`config.mk`:
```
export PLATFORM = sky130hd
export DESIGN_NAME = ub_activation_feeder_flat
export DESIGN_NICKNAME = d
export VERILOG_FILES = /design/src/rtl/ub_activation_feeder_pkg.sv /design/src/rtl/ub_activation_feeder_if.sv /design/src/rtl/ub_activation_feeder_prefetch_buf.sv /design/src/rtl/ub_activation_feeder.sv /design/src/flat_wrapper.sv
export SDC_FILE = /design/constraint.sdc
export NUM_CORES = 1
export LEC_CHECK = 0
export CAP_MARGIN = 15
export CORE_ASPECT_RATIO = 0.5
export CORE_MARGIN = 4
export CORE_UTILIZATION = 59
export CTS_BUF_LIST = sky130_fd_sc_hd__clkbuf_4 sky130_fd_sc_hd__clkbuf_8
export DETAILED_ROUTE_END_ITERATION = 16
export PLACE_DENSITY_LB_ADDON = 0.05
export SLEW_MARGIN = 20
export SYNTH_ARGS = -nofsm -noshare
export SYNTH_HDL_FRONTEND = slang
export SYNTH_SLANG_ARGS = --single-unit
```
`constraint.sdc`:
```
create_clock -name clk -period 4.6 [get_ports clk]
set_input_delay 0.92 -clock clk [delete_from_list [all_inputs] [get_ports clk]]
set_output_delay 0.92 -clock clk [all_outputs]
set_load 0.1 [all_outputs]
```
`src/rtl/ub_activation_feeder_pkg.sv`:
```
// Shared widths, state encoding and helpers for the unified-buffer activation feeder.
// The unified buffer and the feeder import this so word layout and widths agree.
package ub_activation_feeder_pkg;

  localparam int DATA_W  = 16;
  localparam int WORD_W  = 32;
  localparam int ADDR_W  = 4;
  localparam int MAX_VEC = 4;
  localparam int NV_W    = $clog2(MAX_VEC + 1);
  localparam int CNT_W   = $clog2(4 + 2 * MAX_VEC + 1);

  localparam logic [2:0] ST_IDLE  = 3'd0;
  localparam logic [2:0] ST_FETCH = 3'd1;
  localparam logic [2:0] ST_WAIT  = 3'd2;
  localparam logic [2:0] ST_LOADW = 3'd3;
  localparam logic [2:0] ST_FEED  = 3'd4;
  localparam logic [2:0] ST_DONE  = 3'd5;

  function automatic logic [NV_W-1:0] clamp_vec(input logic [NV_W-1:0] n);
    return (n > NV_W'(MAX_VEC)) ? NV_W'(MAX_VEC) : n;
  endfunction

endpackage

```
`src/rtl/ub_activation_feeder_if.sv`:
```
// Unified-buffer read port plus the weight/activation bus into the mmu.
// valid is a pure strobe: the mmu has no ready, so every valid cycle is consumed as-is.
interface ub_activation_feeder_if;
  import ub_activation_feeder_pkg::*;

  logic              rd_en;
  logic [ADDR_W-1:0] rd_addr;
  logic [WORD_W-1:0] rd_data;
  logic [DATA_W-1:0] weight1;
  logic [DATA_W-1:0] weight2;
  logic [DATA_W-1:0] weight3;
  logic [DATA_W-1:0] weight4;
  logic              load_weight;
  logic [DATA_W-1:0] a_in1;
  logic [DATA_W-1:0] a_in2;
  logic              valid;

  modport master (
    output rd_en, rd_addr,
    input  rd_data,
    output weight1, weight2, weight3, weight4, load_weight,
    output a_in1, a_in2, valid
  );

  modport slave (
    input  rd_en, rd_addr,
    output rd_data,
    input  weight1, weight2, weight3, weight4, load_weight,
    input  a_in1, a_in2, valid
  );

endinterface

```
`src/rtl/ub_activation_feeder_prefetch_buf.sv`:
```
// Prefetch register file for activation words, written in fetch order.
// Two read ports give row0 of vector t and row1 of vector t-1 for the systolic skew.
module feeder_prefetch_buf
  import ub_activation_feeder_pkg::*;
#(
  parameter int DEPTH = 2 * MAX_VEC,
  parameter int W     = DATA_W
) (
  input  logic            clk,
  input  logic            rst,
  input  logic            clr,
  input  logic            wr_en,
  input  logic [W-1:0]    wr_data,
  input  logic [NV_W-1:0] vec_idx,
  output logic [W-1:0]    row0,
  output logic [W-1:0]    row1
);

  localparam int PTR_W = $clog2(DEPTH);

  logic [W-1:0]     mem [DEPTH];
  logic [PTR_W-1:0] wr_ptr;
  logic [NV_W:0]    idx0;
  logic [NV_W:0]    idx1;

  always_ff @(posedge clk or posedge rst) begin
    if (rst) begin
      wr_ptr <= '0;
    end else if (clr) begin
      wr_ptr <= '0;
    end else if (wr_en) begin
      wr_ptr <= wr_ptr + 1'b1;
    end
  end

  // Contents are don't-care after reset; only the pointer is cleared.
  always_ff @(posedge clk) begin
    if (wr_en) mem[wr_ptr] <= wr_data;
  end

  assign idx0 = {vec_idx, 1'b0};
  assign idx1 = idx0 - 1'b1;

  assign row0 = (idx0 < (NV_W+1)'(DEPTH)) ? mem[idx0[PTR_W-1:0]] : '0;
  assign row1 = ((vec_idx != '0) && (idx1 < (NV_W+1)'(DEPTH))) ? mem[idx1[PTR_W-1:0]] : '0;

endmodule

```
`src/rtl/ub_activation_feeder.sv`:
```
// Reads a 2x2 weight tile and N activation vectors from the unified buffer,
// pulses load_weight, then streams skewed activations into the mmu.
module ub_activation_feeder
  import ub_activation_feeder_pkg::*;
(
  input  logic              clk,
  input  logic              reset,
  input  logic              start,
  input  logic [ADDR_W-1:0] w_addr,
  input  logic [ADDR_W-1:0] a_addr,
  input  logic [NV_W-1:0]   num_vec,
  output logic              busy,
  output logic              done,
  output logic [2:0]        dbg_state,
  ub_activation_feeder_if.master bus
);

  logic [2:0]        state;
  logic [ADDR_W-1:0] w_base;
  logic [ADDR_W-1:0] a_base;
  logic [NV_W-1:0]   n_lat;
  logic [CNT_W-1:0]  fetch_cnt;
  logic [CNT_W-1:0]  fetch_last;
  logic [CNT_W-1:0]  cap_idx;
  logic              rd_en_q;
  logic [NV_W-1:0]   feed_t;
  logic [DATA_W-1:0] wreg [4];
  logic              accept;
  logic              buf_wr;
  logic [DATA_W-1:0] row0;
  logic [DATA_W-1:0] row1;

  assign accept     = (state == ST_IDLE) && start;
  assign fetch_last = CNT_W'(3) + CNT_W'({n_lat, 1'b0});

  always_ff @(posedge clk or posedge reset) begin
    if (reset) begin
      state     <= ST_IDLE;
      w_base    <= '0;
      a_base    <= '0;
      n_lat     <= '0;
      fetch_cnt <= '0;
      feed_t    <= '0;
    end else begin
      case (state)
        ST_IDLE: begin
          if (start) begin
            w_base    <= w_addr;
            a_base    <= a_addr;
            n_lat     <= clamp_vec(num_vec);
            fetch_cnt <= '0;
            state     <= ST_FETCH;
          end
        end
        ST_FETCH: begin
          fetch_cnt <= fetch_cnt + 1'b1;
          if (fetch_cnt == fetch_last) state <= ST_WAIT;
        end
        ST_WAIT: state <= ST_LOADW;
        ST_LOADW: begin
          feed_t <= '0;
          state  <= (n_lat == '0) ? ST_DONE : ST_FEED;
        end
        ST_FEED: begin
          if (feed_t == n_lat) state <= ST_DONE;
          else                 feed_t <= feed_t + 1'b1;
        end
        ST_DONE: state <= ST_IDLE;
        default: state <= ST_IDLE;
      endcase
    end
  end

  // Read data lands one cycle after each strobe; first four words are weights.
  always_ff @(posedge clk or posedge reset) begin
    if (reset) begin
      rd_en_q <= 1'b0;
      cap_idx <= '0;
      for (int i = 0; i < 4; i++) wreg[i] <= '0;
    end else begin
      rd_en_q <= (state == ST_FETCH);
      if (accept) begin
        cap_idx <= '0;
      end else if (rd_en_q) begin
        cap_idx <= cap_idx + 1'b1;
        if (cap_idx < CNT_W'(4)) wreg[cap_idx[1:0]] <= bus.rd_data[DATA_W-1:0];
      end
    end
  end

  assign buf_wr = rd_en_q && (cap_idx >= CNT_W'(4));

  feeder_prefetch_buf u_buf (
    .clk     (clk),
    .rst     (reset),
    .clr     (accept),
    .wr_en   (buf_wr),
    .wr_data (bus.rd_data[DATA_W-1:0]),
    .vec_idx (feed_t),
    .row0    (row0),
    .row1    (row1)
  );

  always_comb begin
    bus.rd_addr = '0;
    if (state == ST_FETCH) begin
      if (fetch_cnt < CNT_W'(4)) bus.rd_addr = w_base + ADDR_W'(fetch_cnt);
      else                       bus.rd_addr = a_base + ADDR_W'(fetch_cnt - CNT_W'(4));
    end
  end

  assign bus.rd_en       = (state == ST_FETCH);
  assign bus.weight1     = wreg[0];
  assign bus.weight2     = wreg[1];
  assign bus.weight3     = wreg[2];
  assign bus.weight4     = wreg[3];
  assign bus.load_weight = (state == ST_LOADW);
  assign bus.valid       = (state == ST_FEED);
  assign bus.a_in1       = ((state == ST_FEED) && (feed_t != n_lat)) ? row0 : '0;
  assign bus.a_in2       = (state == ST_FEED) ? row1 : '0;
  assign busy            = (state != ST_IDLE);
  assign done            = (state == ST_DONE);
  assign dbg_state       = state;

endmodule

```
`src/flat_wrapper.sv`:
```
// flat-port wrapper written by rule: the top's interface ports become plain ports
module ub_activation_feeder_flat import ub_activation_feeder_pkg::*;
  (clk, reset, start, w_addr, a_addr, num_vec, busy, done, dbg_state, bus_rd_en, bus_rd_addr, bus_rd_data, bus_weight1, bus_weight2, bus_weight3, bus_weight4, bus_load_weight, bus_a_in1, bus_a_in2, bus_valid);
  ub_activation_feeder_if bus_i ();
  input  logic clk;
  input  logic reset;
  input  logic start;
  input  logic [ADDR_W-1:0] w_addr;
  input  logic [ADDR_W-1:0] a_addr;
  input  logic [NV_W-1:0] num_vec;
  output logic busy;
  output logic done;
  output logic [2:0] dbg_state;
  output wire logic [$bits(bus_i.rd_en)-1:0] bus_rd_en;
  output wire logic [$bits(bus_i.rd_addr)-1:0] bus_rd_addr;
  input wire logic [$bits(bus_i.rd_data)-1:0] bus_rd_data;
  output wire logic [$bits(bus_i.weight1)-1:0] bus_weight1;
  output wire logic [$bits(bus_i.weight2)-1:0] bus_weight2;
  output wire logic [$bits(bus_i.weight3)-1:0] bus_weight3;
  output wire logic [$bits(bus_i.weight4)-1:0] bus_weight4;
  output wire logic [$bits(bus_i.load_weight)-1:0] bus_load_weight;
  output wire logic [$bits(bus_i.a_in1)-1:0] bus_a_in1;
  output wire logic [$bits(bus_i.a_in2)-1:0] bus_a_in2;
  output wire logic [$bits(bus_i.valid)-1:0] bus_valid;
  assign bus_rd_en = bus_i.rd_en;
  assign bus_rd_addr = bus_i.rd_addr;
  assign bus_i.rd_data = bus_rd_data;
  assign bus_weight1 = bus_i.weight1;
  assign bus_weight2 = bus_i.weight2;
  assign bus_weight3 = bus_i.weight3;
  assign bus_weight4 = bus_i.weight4;
  assign bus_load_weight = bus_i.load_weight;
  assign bus_a_in1 = bus_i.a_in1;
  assign bus_a_in2 = bus_i.a_in2;
  assign bus_valid = bus_i.valid;
  ub_activation_feeder u_core (.clk(clk), .reset(reset), .start(start), .w_addr(w_addr), .a_addr(a_addr), .num_vec(num_vec), .busy(busy), .done(done), .dbg_state(dbg_state), .bus(bus_i));
endmodule
```
Yosys cells after proc, flatten, opt, wreduce, memory -nomap -nowiden --
Memories as Yosys holds them, arrays and structs flattened. Cells that the tools add are included.
Storage, ports and cells: output and inout port bits 108, memories 1, RAM bits 128, register bits after elaboration 93
Operators by class: magnitude comparators 8, muxes and demuxes 25, bitwise logic cells 2, equal/unequal tests 12, $add $sub $neg 9, reductions and logical operators 18
Memories:
- u_core.u_buf.mem | depth 8, bits a word 16, rd ports 2, clocked after Yosys merged registers in 0, write ports 1, line ub_activation_feeder_prefetch_buf.sv:21 | logic [W-1:0] mem [DEPTH];
Operators with widths (count):
- $mux 16 | 5
- $bwmux 64 | 1
- $demux 16 s2 | 1
- $mux 3 | 7
- $mux 4 | 5
- $pmux 3 s5 | 1
- $add 4x1->4 const B | 2
- $add 4x4->4 | 2
- $lt 4x3->1 const B | 2
- $lt 4x4->1 const B | 2
- $pmux 4 s2 | 1
- $reduce_bool 2->1 | 4
- $add 3x1->3 const B | 2
- $eq 3x2->1 const B | 2
- $eq 3x3->1 const B | 2
- $logic_not 3->1 | 2
- $pmux 3 s2 | 1
- $reduce_and 2->1 | 3
- $reduce_and 3->1 | 2
- $reduce_bool 3->1 | 2
- $logic_and 1x1->1 | 5
- $add 2x4->4 const A | 1
- $eq 4x4->1 | 1
- $ge 4x3->1 const B | 1
- 13 further kinds | 17

Longest topological paths before layout --
word-level depth 6, mapped depth 9, mapped depth without buffers 8

Modules after synthesis --
From an unflattened synthesis, not the netlist that was laid out.
Second synthesis, totals: cell total of the unflattened synthesis 557, area total of the unflattened synthesis 9460.3 µm²
By module, submodules not included:
- feeder_prefetch_buf | sequential area each 3918.8 µm², area an instance 5124.9 µm², cells each 235, instances 1
- ub_activation_feeder | sequential area each 2252.2 µm², area an instance 4335.4 µm², cells each 322, instances 1

Worst setup path before layout --
Ideal clock, no wire load.
kind reg-to-output, from register u_core.fetch_cnt[2], to output port bus_rd_addr[3], path buffers 1, cell stages (with the launch flop) 10, data arrival time 4.144 ns, required time 3.680 ns, setup slack -0.464 ns, cell sequence dfrtp_1 -> clkbuf_1 -> inv_1 -> ha_1 -> inv_1 -> fa_1 -> xor3_1 -> nand2_1 -> o31ai_1 -> a211oi_1
On the way: longest elaborated chain between the ends 4, elaborated cells on any way between the ends 6
Ends and longest elaborated chain:
- from (decl) | line ub_activation_feeder.sv:22 | logic [CNT_W-1:0] fetch_cnt;
- from (signal assigned) | line ub_activation_feeder.sv:56 | fetch_cnt <= fetch_cnt + 1'b1;
- $sub 4x3->4 | line ub_activation_feeder.sv:108 | else bus.rd_addr = a_base + ADDR_W'(fetch_cnt - CNT_W'(4));
- $add 4x4->4 | line ub_activation_feeder.sv:108
- $mux 4 * | line ub_activation_feeder.sv:107 | if (fetch_cnt < CNT_W'(4)) bus.rd_addr = w_base + ADDR_W'(fetch_cnt);
- $mux 4 * | line ub_activation_feeder.sv:106 | if (state == ST_FETCH) begin
- to (decl) | line flat_wrapper.sv:15 | output wire logic [$bits(bus_i.rd_addr)-1:0] bus_rd_addr;
Mark *: on every way between the ends. The rest lies on a longest branch, timed or not.

Worst setup path after layout --
from register u_core.feed_t[1], to output port bus_a_in2[13]
On the way: longest elaborated chain between the ends 5, elaborated cells on any way between the ends 7
Ends and longest elaborated chain:
- from (decl) | line ub_activation_feeder.sv:26 | logic [NV_W-1:0] feed_t;
- from (signal assigned) | line ub_activation_feeder.sv:66 | else feed_t <= feed_t + 1'b1;
- $sub 4x1->4 | line ub_activation_feeder_prefetch_buf.sv:42 | assign idx1 = idx0 - 1'b1;
- $lt 4x4->1 | line ub_activation_feeder_prefetch_buf.sv:45 | assign row1 = ((vec_idx != '0) && (idx1 < (NV_W+1)'(DEPTH))) ? mem[idx1[PTR_W-1:0]] : '0;
- $logic_and 1x1->1 | line ub_activation_feeder_prefetch_buf.sv:45
- $mux 16 * | line ub_activation_feeder_prefetch_buf.sv:45
- $mux 16 * | line ub_activation_feeder.sv:120 | assign bus.a_in2 = (state == ST_FEED) ? row1 : '0;
- to (decl) | line flat_wrapper.sv:23 | output wire logic [$bits(bus_i.a_in2)-1:0] bus_a_in2;
Marks and branches as above.

==> results <==
- At the worst endpoint, the required time is 3.68 ns.
- In this run the tightest slew margin relative to its limit is between 30 and 40%.
- The cell chosen for the clock root is sky130_fd_sc_hd__clkbuf_8.
- On the final layout, the worst hold slack is just over 0.5 ns.
- In this run, synthesis produced a sequential element count of 221.
- The max-slew violation count is 0.
- The total wire length after detailed routing is about 19 mm.
- The kind of path behind the tightest hold check is register to register.
- After synthesis, the share of flip-flops with an asynchronous set or reset is 42.08%.
- The share of the cycle needed by the critical path after routing is 86.34%.
- Once the clock tree was built, the setup fixing pass inserted 0 buffers.
- The layout overhead on the synthesized area is 22.73%.
- The clock-pin transition on the worst setup and hold timing paths is ~0.07 ns.
- Together, buffers and inverters on the worst path number 3.
- For hold timing, the worst endpoint is u_core.bus.weight3[15]$_DFFE_PP0P_.
- The number of detailed-routing iterations run before antenna repair is 4.
- The count of fill cells added during filler insertion is 905.
- The CTS sink count is around 220.
- The first global-routing pass estimated between 20 and 30 mm of wire.
- The die is between 90 and 100 µm tall.
- The number of cells on the worst reg-to-reg path is 5.
- In the post-synthesis netlist, the biggest area contributors are sky130_fd_sc_hd__edfxtp_1 42%, sky130_fd_sc_hd__dfrtp_1 25%, sky130_fd_sc_hd__mux4_2 7.8%.
- The flip-flop cell with the highest count after synthesis is sky130_fd_sc_hd__edfxtp_1.
- The sum of negative setup slack is 0 ns.
- Including well taps, the total number of placed cells is 844.
- The sum of net half-perimeters after detailed placement is approximately 12 mm.
- The clock tree from TritonCTS is done.
- The number of antenna violations at the first check in global routing is 1.
- After synthesis, the most frequently instantiated cells are 128 x sky130_fd_sc_hd__edfxtp_1, 93 x sky130_fd_sc_hd__dfrtp_1, 40 x sky130_fd_sc_hd__mux2_4.
- The slew of the pin with the lowest slew margin is 1.044 ns.
- The final layout contains between 700 and 800 nets.
- In this run, post-CTS hold repair placed 0 buffers.
- For this run, the number of Yosys warnings is 0.
- The residual antenna-violating net count after detailed routing is 0.
- The number of instances in the synthesized netlist is 523.
- The clock arrives with 0.01782 ns of skew.
- The port buffer count is roughly 140.
- The library cell with the highest instance count after synthesis is sky130_fd_sc_hd__edfxtp_1.
- The number of global-route vias before repair came to approximately 5300.
- The initial utilization of the core area, before any placement, comes to 62.02%.
- The flow ran to the end, and the final reports show no timing, DRC or antenna violations.
- During I/O placement, the number of pins put on the boundary was roughly 150.
- After detailed routing, the average wire length per cell comes to approximately 21 µm.
- For this design, the slowest cell found on the critical path is sky130_fd_sc_hd__ha_1.
- The cell type contributing the most total cell area after synthesis is sky130_fd_sc_hd__edfxtp_1.
- The longest clock path from root to sink contains 3 buffers.
- STA classifies the critical path endpoint as an output port.
- Cells with a size suffix above 1 make up between 30 and 40% of the layout.
- The distinct cell type count of the synthesized netlist is 45.
- The number of nets produced by synthesis is around 590.
- The cell area after synthesis is between 9000 and 10000 µm².
- The number of clock buffers added by TritonCTS is 29.
- The global placement routability congestion is between 0.7 and 0.8.
- After the flow finishes, the layout carries non-filler instances totaling 898.
- The critical path arrival is 3.05 ns.
- The number of core rows is 31.
- The worst stage delay on the critical path is between 0.8 and 0.9 ns.
- The clock period minus worst slack is roughly 4.0 ns.
- The clock reaches the later pin of the worst-skew pair after ~0.56 ns.
- Across all layers, the routed design uses around 5100 vias.
- The count of final hold-check violations is 0.
- The overall die width is roughly 180 µm.
- The aggregate global routing overflow is 0.
- The mean instance size in the synthesized netlist is ~18 µm².
- The initial DRC count is 269.
- The highest net fanout along the worst path is 19.
- The repair_antennas step left the layout with diodes totalling 0.
- CTS built an H-tree with a depth of 1.
- The maximum number of pins on one net before global-route repair is 69.
- The top achievable clock speed is approximately 250 MHz.
- The share of synthesized area occupied by flip-flops and latches is roughly 67%.
- The total global routing track utilization is a little over a fifth.
- In the routed design, unresolved DRC markers number 0.
- The worst register-to-register path ends at u_core.bus.weight2[13]$_DFFE_PP0P_.
- Traced cell by cell, the critical path runs through buf_4 -> inv_1 -> ha_1 -> mux4_2 -> and3_1 -> buf_4.
- The cell depth of the worst min-delay path is 1.
- The share of the synthesized area in the top cell type is around two fifths.
- The total of endpoints with negative setup slack in the final report is 0.
- The tool flagged a number of max-cap violations equal to 0.
- The core outline area is between 10000 and 15000 µm².
- The cell class contributing the biggest share of worst-path delay is adder cells.
- The most repeated library cell on the critical path is sky130_fd_sc_hd__buf_4.
- The vias per cell is ~5.6.
- Setup repair after global routing left no endpoint under its margin.
- Yosys mapped a number of flops with a built-in enable equal to ~130.
- The die covers 17800 µm².
- The number of gates resized after CTS was 0.
- The start point of the worst hold path is u_core.bus.weight3[15]$_DFFE_PP0P_.
- The start of the worst register-to-register path is u_core.dbg_state[1]$_DFFE_PP0P_.
- The type of the setup path with the least slack is register to output port.
- The reg-to-reg setup timing slack is between 2 and 2.5 ns.
- The element type at the critical path start is a register.
[worst max path at each step]
| stage | cells past startpoint | startpoint | slack, ns | endpoint |
|---|---|---|---|---|
| global placement | 3 | u_core.dbg_state[1]$_DFFE_PP0P_ | 1.20 | bus_rd_addr[0] |
| finish | 6 | u_core.feed_t[1]$_DFFE_PP0P_ | 0.63 | bus_a_in2[13] |
| global route | 9 | u_core.fetch_cnt[2]$_DFFE_PP0P_ | 0.46 | bus_rd_addr[3] |
| CTS | 8 | u_core.fetch_cnt[1]$_DFFE_PP0P_ | 0.61 | bus_rd_addr[3] |
| floorplan | 5 | u_core.dbg_state[2]$_DFFE_PP0P_ | 0.02 | bus_a_in2[10] |
| detailed placement | 8 | u_core.fetch_cnt[1]$_DFFE_PP0P_ | 1.19 | bus_rd_addr[3] |
[per-stage QoR]
stage	util [%]	area (µm²)	worst slack, ns
floorplan	-	9224	0.01711
global placement	72.19	10720	1.201
detailed placement	72.19	10720	1.192
CTS	76.12	11310	0.6121
global route	76.12	11310	0.4565
finish	76.12	11310	0.6284
[cell usage in the layout (no fill, tap or decap), drive strengths merged, types with 2 or more instances in the layout]
cell type      count
dfrtp             93
mux2              72
fa                 2
nand4              3
ha                18
clkbuf            42
nand3              2
edfxtp           128
o21ai             15
buf               46
and3              16
nor4b              2
nor3               4
clkdlybuf4s50    101
mux4              32
xnor2              4
nor2              15
nand2b             5
nand3b             3
nand2             21
o31ai              3
inv               14
and2b              5
a21o               2
clkinv            11
xor2               9
a21oi              6
a211oi             2
nor2b             11
[metal layers]
| layer | GRT usage [%] | vias up | wire length [µm] |
|---|---|---|---|
| li1 | - | 2272 | - |
| met3 | 5.247 | 23 | 1546 |
| met4 | 3.480 | 0 | 233 |
| met2 | 36.83 | 168 | 8938 |
| met5 | 0 | - | 0 |
| met1 | 30.54 | 2591 | 8084 |
[state kept, by name, indices dropped and copies added (netlist names)]
name,cells
u_core.dbg_state,3
u_core.n_lat,3
u_core.bus.weight2,16
u_core.w_base,4
u_core.feed_t,3
u_core.bus.weight4,16
u_core.u_buf.wr_ptr,3
u_core.rd_en_q,1
u_core.fetch_cnt,4
u_core.bus.weight3,16
u_core.u_buf.mem,128
u_core.bus.weight1,16
u_core.cap_idx,4
u_core.a_base,4
[logic make-up after synthesis]
family | share of synthesized area (%)
AOI/OAI and AO/OA | 2.173
DFF | 66.97
xor gates and xnor gates | 1.494
muxes | 18.36
adders and majority gates | 2.879
and+or+nand+nor | 6.138
buffers and inverters | 1.983
[layout make-up]
type	instances	area, µm²	area share (%)
timing repair buffer	147	1356	11.99
clock inverter	12	56.30	0.4979
tap	198	247.7	2.191
clock buffer	42	528.0	4.669
multi-input combinational	265	2897	25.61
sequential	221	6172	54.58
inverter	13	51.30	0.4536
Power is left out: the tool's default activity adds up to more than one toggle a clock period on the data nets, which glitch-free logic cannot reach.
